File: config.mk
export PLATFORM = sky130hd
export DESIGN_NAME = memory_control
export DESIGN_NICKNAME = d
export VERILOG_FILES = /design/src/rtl/cpu_types_pkg.sv /design/src/rtl/memctl_timer.sv /design/src/rtl/memory_control.sv
export SDC_FILE = /design/constraint.sdc
export NUM_CORES = 1
export LEC_CHECK = 0
export ABC_AREA = 1
export CAP_MARGIN = 10
export CELL_PAD_IN_SITES_DETAIL_PLACEMENT = 1
export CELL_PAD_IN_SITES_GLOBAL_PLACEMENT = 1
export CORE_MARGIN = 2
export CORE_UTILIZATION = 30
export CTS_BUF_LIST = sky130_fd_sc_hd__clkbuf_16
export CTS_CLUSTER_SIZE = 24
export DETAILED_ROUTE_END_ITERATION = 8
export PLACE_DENSITY_LB_ADDON = 0.1
export SYNTH_ARGS = -nofsm -noshare
export SYNTH_HDL_FRONTEND = slang
export SYNTH_SLANG_ARGS = --single-unit
File: constraint.sdc
create_clock -name CLK -period 1.9 [get_ports CLK]
set_input_delay 0.38 -clock CLK [delete_from_list [all_inputs] [get_ports CLK]]
set_output_delay 0.38 -clock CLK [all_outputs]
set_load 0.03 [all_outputs]
File: src/rtl/cpu_types_pkg.sv
// Shared CPU types: memory words, RAM handshake states and the
// memory controller FSM encoding.
package cpu_types_pkg;

    typedef logic [31:0] word_t;

    typedef enum logic [1:0] {
        FREE   = 2'd0,
        BUSY   = 2'd1,
        ACCESS = 2'd2,
        ERROR  = 2'd3
    } ramstate_t;

    typedef enum logic [2:0] {
        IDLE  = 3'd0,
        IBUS  = 3'd1,
        DBUS  = 3'd2,
        IDONE = 3'd3,
        DDONE = 3'd4,
        ABORT = 3'd5
    } memctl_state_t;

endpackage

File: src/rtl/memctl_timer.sv
// Access watchdog: counts bus cycles of the current grant and flags
// the last allowed cycle. Saturates instead of wrapping.
module memctl_timer #(
    parameter int TIMEOUT = 256
) (
    input  logic clk,
    input  logic rst_n,
    input  logic i_clear,
    input  logic i_en,
    output logic o_expire
);

    localparam int W = (TIMEOUT > 1) ? $clog2(TIMEOUT) : 1;
    localparam logic [W-1:0] MAX = W'(TIMEOUT - 1);

    logic [W-1:0] r_cnt;

    // Clear on grant, count while on the bus, hold at the limit
    always_ff @(posedge clk or negedge rst_n) begin
        if (!rst_n) begin
            r_cnt <= '0;
        end else if (i_clear) begin
            r_cnt <= '0;
        end else if (i_en && (r_cnt != MAX)) begin
            r_cnt <= r_cnt + 1'b1;
        end
    end

    assign o_expire = i_en && (r_cnt == MAX);

endmodule

File: src/rtl/memory_control.sv
// Arbitrates icache and dcache requests onto one single-ported RAM
// and returns done pulses and load data to the caches.
module memory_control
    import cpu_types_pkg::*;
#(
    parameter int    TIMEOUT  = 256,
    parameter word_t BAD_WORD = 32'hBAD1BAD1
) (
    input  logic      CLK,
    input  logic      nRST,
    input  logic      iREN,
    input  word_t     iaddr,
    output word_t     iload,
    output logic      iwait,
    input  logic      dREN,
    input  logic      dWEN,
    input  word_t     daddr,
    input  word_t     dstore,
    output word_t     dload,
    output logic      dwait,
    output logic      ramREN,
    output logic      ramWEN,
    output word_t     ramaddr,
    output word_t     ramstore,
    input  word_t     ramload,
    input  ramstate_t ramstate,
    output logic      memerr
);

    memctl_state_t r_state;
    memctl_state_t w_next;

    word_t r_addr;
    word_t r_store;
    word_t r_iload;
    word_t r_dload;
    logic  r_wr;
    logic  r_own_d;
    logic  r_last_d;
    logic  r_memerr;

    logic w_dpend;
    logic w_bus;
    logic w_grant;
    logic w_grant_d;
    logic w_abort;
    logic w_expire;

    assign w_dpend   = dREN | dWEN;
    assign w_bus     = (r_state == IBUS) || (r_state == DBUS);
    assign w_grant   = (r_state == IDLE) && (w_next != IDLE);
    assign w_grant_d = (r_state == IDLE) && (w_next == DBUS);
    assign w_abort   = w_bus && (w_next == ABORT);

    memctl_timer #(
        .TIMEOUT (TIMEOUT)
    ) u_timer (
        .clk      (CLK),
        .rst_n    (nRST),
        .i_clear  (w_grant),
        .i_en     (w_bus),
        .o_expire (w_expire)
    );

    // Next state: dcache wins ties unless it had the previous grant
    always_comb begin
        w_next = r_state;
        unique case (r_state)
            IDLE: begin
                if (w_dpend && !(iREN && r_last_d)) begin
                    w_next = DBUS;
                end else if (iREN) begin
                    w_next = IBUS;
                end
            end
            IBUS, DBUS: begin
                if (ramstate == ACCESS) begin
                    w_next = (r_state == IBUS) ? IDONE : DDONE;
                end else if ((ramstate == ERROR) || w_expire) begin
                    w_next = ABORT;
                end
            end
            default: w_next = IDLE;
        endcase
    end

    // State register
    always_ff @(posedge CLK or negedge nRST) begin
        if (!nRST) begin
            r_state <= IDLE;
        end else begin
            r_state <= w_next;
        end
    end

    // Latch the granted operation so requester changes cannot corrupt it
    always_ff @(posedge CLK or negedge nRST) begin
        if (!nRST) begin
            r_addr   <= '0;
            r_store  <= '0;
            r_wr     <= 1'b0;
            r_own_d  <= 1'b0;
            r_last_d <= 1'b0;
        end else if (w_grant) begin
            r_addr   <= w_grant_d ? daddr : iaddr;
            r_store  <= w_grant_d ? dstore : r_store;
            r_wr     <= w_grant_d && dWEN;
            r_own_d  <= w_grant_d;
            r_last_d <= w_grant_d;
        end
    end

    // Load words: captured read data, or the poison word on an aborted read
    always_ff @(posedge CLK or negedge nRST) begin
        if (!nRST) begin
            r_iload <= '0;
            r_dload <= '0;
        end else if (w_abort && !r_wr) begin
            if (r_own_d) begin
                r_dload <= BAD_WORD;
            end else begin
                r_iload <= BAD_WORD;
            end
        end else if (w_bus && (ramstate == ACCESS) && !r_wr) begin
            if (r_own_d) begin
                r_dload <= ramload;
            end else begin
                r_iload <= ramload;
            end
        end
    end

    // Sticky error: aborted access or conflicting read+write request
    always_ff @(posedge CLK or negedge nRST) begin
        if (!nRST) begin
            r_memerr <= 1'b0;
        end else if (w_abort || (w_grant_d && dREN && dWEN)) begin
            r_memerr <= 1'b1;
        end
    end

    assign ramREN   = w_bus && !r_wr;
    assign ramWEN   = w_bus && r_wr;
    assign ramaddr  = r_addr;
    assign ramstore = r_store;
    assign iload    = r_iload;
    assign dload    = r_dload;
    assign memerr   = r_memerr;
    assign iwait    = !((r_state == IDONE) ||
                        ((r_state == ABORT) && !r_own_d));
    assign dwait    = !((r_state == DDONE) ||
                        ((r_state == ABORT) && r_own_d));

endmodule

==> metrics.md <==
| Metric | Value |
|---|---|
| Worst-margin pin slew | 0.499 ns |
| Core area | 21000 sq um |
| Most used cell, CP | nand2_2 |
| Average wire per standard cell | 17.3 um |
| Worst skew pair latency | 0.42 ns |
| Drt drc | 0 |
| Crit end category | flop |
| Failing checks | setup timing |
| Vias in the first global route | 6758 |
| R2R Setup Slk | -0.15 ns |
| Slowest-stage cell, CP | dfrtp_1 |
| Largest net degree at the start of global routing | 47 |
| Pwr Total | 22000 uW |
| First-pass GRT wire length | 37000 um |
| Area Growth Syn to Fin | 77.4% |
| Worst Path Arrival | 2.36 ns |
| Mapped Cells | 802 |
| TritonCTS Buffers | 17 |
| Top cell type's share of synthesized area | 55.7% |
| Post-synthesis net count | 938 |
| Share of the yosys chip area belonging to registers | 55.7% |
| Syn. warnings | 0 |
| Die area | 22500 sq um |
| Worst EP required | 2.21 ns |
| Finished Core Util | 54.0% |
| Post-DP HPWL | 16000 um |
| Peak Freq | 489 MHz |
| CTS Sinks | 142 |
| Fin. max-slew vios | 0 |
| Die Height | 150 um |
| Placer Congestion | 0.771 |
| Worst-path clk slew | 0.06 ns |
| TritonCTS clock tree | built |
| GR Util All Layers | 21.1% |
| Unrepaired setup endpoints after global routing | true |
| Final hold vios | 0 |
| Starting DRT DRC Count | 201 |
| Row cnt | 53 |
| Worst path cell trace | ha_2, nand2_2, nor2_4, nand2_2, nand3_2, nand2_2, nand2_2, nand4_1, nand2_2, buf_6, nand2_8, buf_16, nand2_2, nand2_1 |
| Final Instance Count excl. Fillers | 1410 |
| Synth area leaders | dfrtp_1 56%, nand2_1 25%, nand3_1 6.0% |
| Initial antenna violation count | 0 |
| Avg Synthesized Cell Area | 7.96 sq um |
| Post-synth top cells | 433 x nand2_1, 142 x dfrtp_1, 77 x nand3_1, 31 x inv_1, 30 x nand4_1 |
| I/O Buffers | 267 |
| Largest area contributor in the netlist | dfrtp_1 |
| Via count | 6523 |
| Distinct cells, synth | 26 |
| Die X | 150 um |
| Async set-reset flop share out of synthesis | 100% |
| Final setup margin | -0.147 ns |
| Peak VDD IR | 0.000842 V |
| Clock Path Buffers | 2 |
| Cell with the most instances after synthesis | nand2_1 |
| First-pass iteration count of the detailed router | 4 |
| Setup WS pre-CTS | -0.499 ns |
| DRT antenna net count | 0 |
| Nets | 1259 |
| Post-Place Cells | 1353 |
| P per Cell Area | 1940 nW/um^2 |
| Fill cells | 2402 |
| Leak | 0.00598 uW |
| Critical path fanouts, max | 7 |
| FF+latch count, synth | 142 |
| Post-synth EDFFs | 0 |
| Status | finished with violations |
| Worst Clk Skew | 0.00847 ns |
| Startpoint class of the critical path | flop |
| Hold Path Class | in -> async |
| Grt total ovfl | 0 |
| Slew HR | 66.7% |
| IO Pins | 268 |
| Critical path type | reg -> reg |
| Synthesized cell area | 6380 sq um |
| Setup violations, final | 109 |
| Starting Density | 30.5% |
| Via density | 4.63 |
| Antenna diodes | 0 |
| Delay of the slowest critical-path stage | 0.36 ns |
| Period utilization | 108% |
| Post-route minimum period | 2.05 ns |
| CTS H-Tree Depth | 4 |
| Post-synth top flop | dfrtp_1 |
| Final wirelength | 24400 um |
| Max-cap violations | 0 |
| CTS Root Cell | clkbuf_16 |
| Share of post-route cells with drive strength above 1 | 19.9% |
[per-layer routing]
metal / up-vias / GRT usage (%) / part of all wire, %
met5: - / 0 / 0
met4: 0 / 4.72 / 1.1
met3: 21 / 7.16 / 7.4
met2: 189 / 35.3 / 49
met1: 3162 / 26.5 / 42
li1: 3151 / - / -
[cell families (layout without fill, tap and decap cells)]
kind of cell	count (synthesis)	count (layout)	share of synthesized area, %
adder cells (fa/ha/maj)	1	1	0.196
XOR/XNOR	7	7	0.960
AND/OR/NAND/NOR	565	565	36.5
AO/OA/AOI/OAI	6	6	0.627
flip-flops	142	142	55.7
buffers and inverters	81	414	6.06
[timing repair]
action,4_1_cts,5_1_grt
hold buffers,1,0
setup buffers,10,4
pin swaps,10,43
endpoints found under the setup margin,112,146
endpoints found under the hold margin,31,0
gates cloned,5,6
gates resized for setup,62,123
[critical path, delay by kind of cell (launching register included)]
kind	cells	cell delay (ns)
and+or+nand+nor	11	1.06
buffers and inverters	2	0.32
DFF	1	0.36
adders and majority gates	1	0.19
[metrics by stage]
| stage | area, sq um | TNS, ns | hold slack (ns) |
|---|---|---|---|
| 5_1_grt | 11300 | -22.53 | 0.455 |
| 4_1_cts | 10700 | -1.78 | 0.437 |
| 6_report | 11300 | -6.50 | 0.429 |
| 3_5_place_dp | 9720 | -52.19 | 0.318 |
| 2_1_floorplan | 6390 | 0 | 0.0844 |
| 3_3_place_gp | 9720 | -44.00 | 0.321 |
[registers in the layout (all words and copies together), names as in the netlist]
name and flops:
r_wr 1, iload 32, ramstore 32, r_last_d 1
memerr 1, u_timer.r_cnt 8, dload 32, ramaddr 32
r_state 3
[worst paths after layout]
check / startpoint / endpoint / cells past startpoint
setup / recovery: u_timer.r_cnt[0] / iload[21] / 14
hold / removal: nRST / ramaddr[10] / 2
setup reg to reg: u_timer.r_cnt[0] / iload[21] / 14
hold reg to reg: dload[20] / dload[20] / 2
max in group asynchronous: nRST / r_last_d / 3
min in group CLK: dload[20] / dload[20] / 2
[placed cells by master, fill, tap and decap left out, drive strengths merged, types with 6 or more instances in the layout]
| cell | n |
|---|---|
| nand2 | 436 |
| clkdlybuf4s50 | 221 |
| dfrtp | 142 |
| buf | 79 |
| nand3 | 77 |
| dlymetal6s2s | 36 |
| inv | 35 |
| nand4 | 30 |
| clkbuf | 23 |
| nor2 | 18 |
| xor2 | 6 |
| clkinv | 6 |
[area by class of cell]
class / instances / area [sq um] / share of cell area, %
Timing Repair Buffer: 349 / 3840 / 34.0
Sequential cell: 142 / 3560 / 31.4
Multi-Input combinational cell: 579 / 2880 / 25.4
Clock buffer: 17 / 425 / 3.76
Tap cell: 275 / 344 / 3.04
Clock inverter: 14 / 144 / 1.27
Inverter: 34 / 131 / 1.16
[power by group]
group	switching, uW	internal (uW)
registers	868	4410
logic	7800	5600
clock network	1360	1920
(Power assumes the default switching activity.)
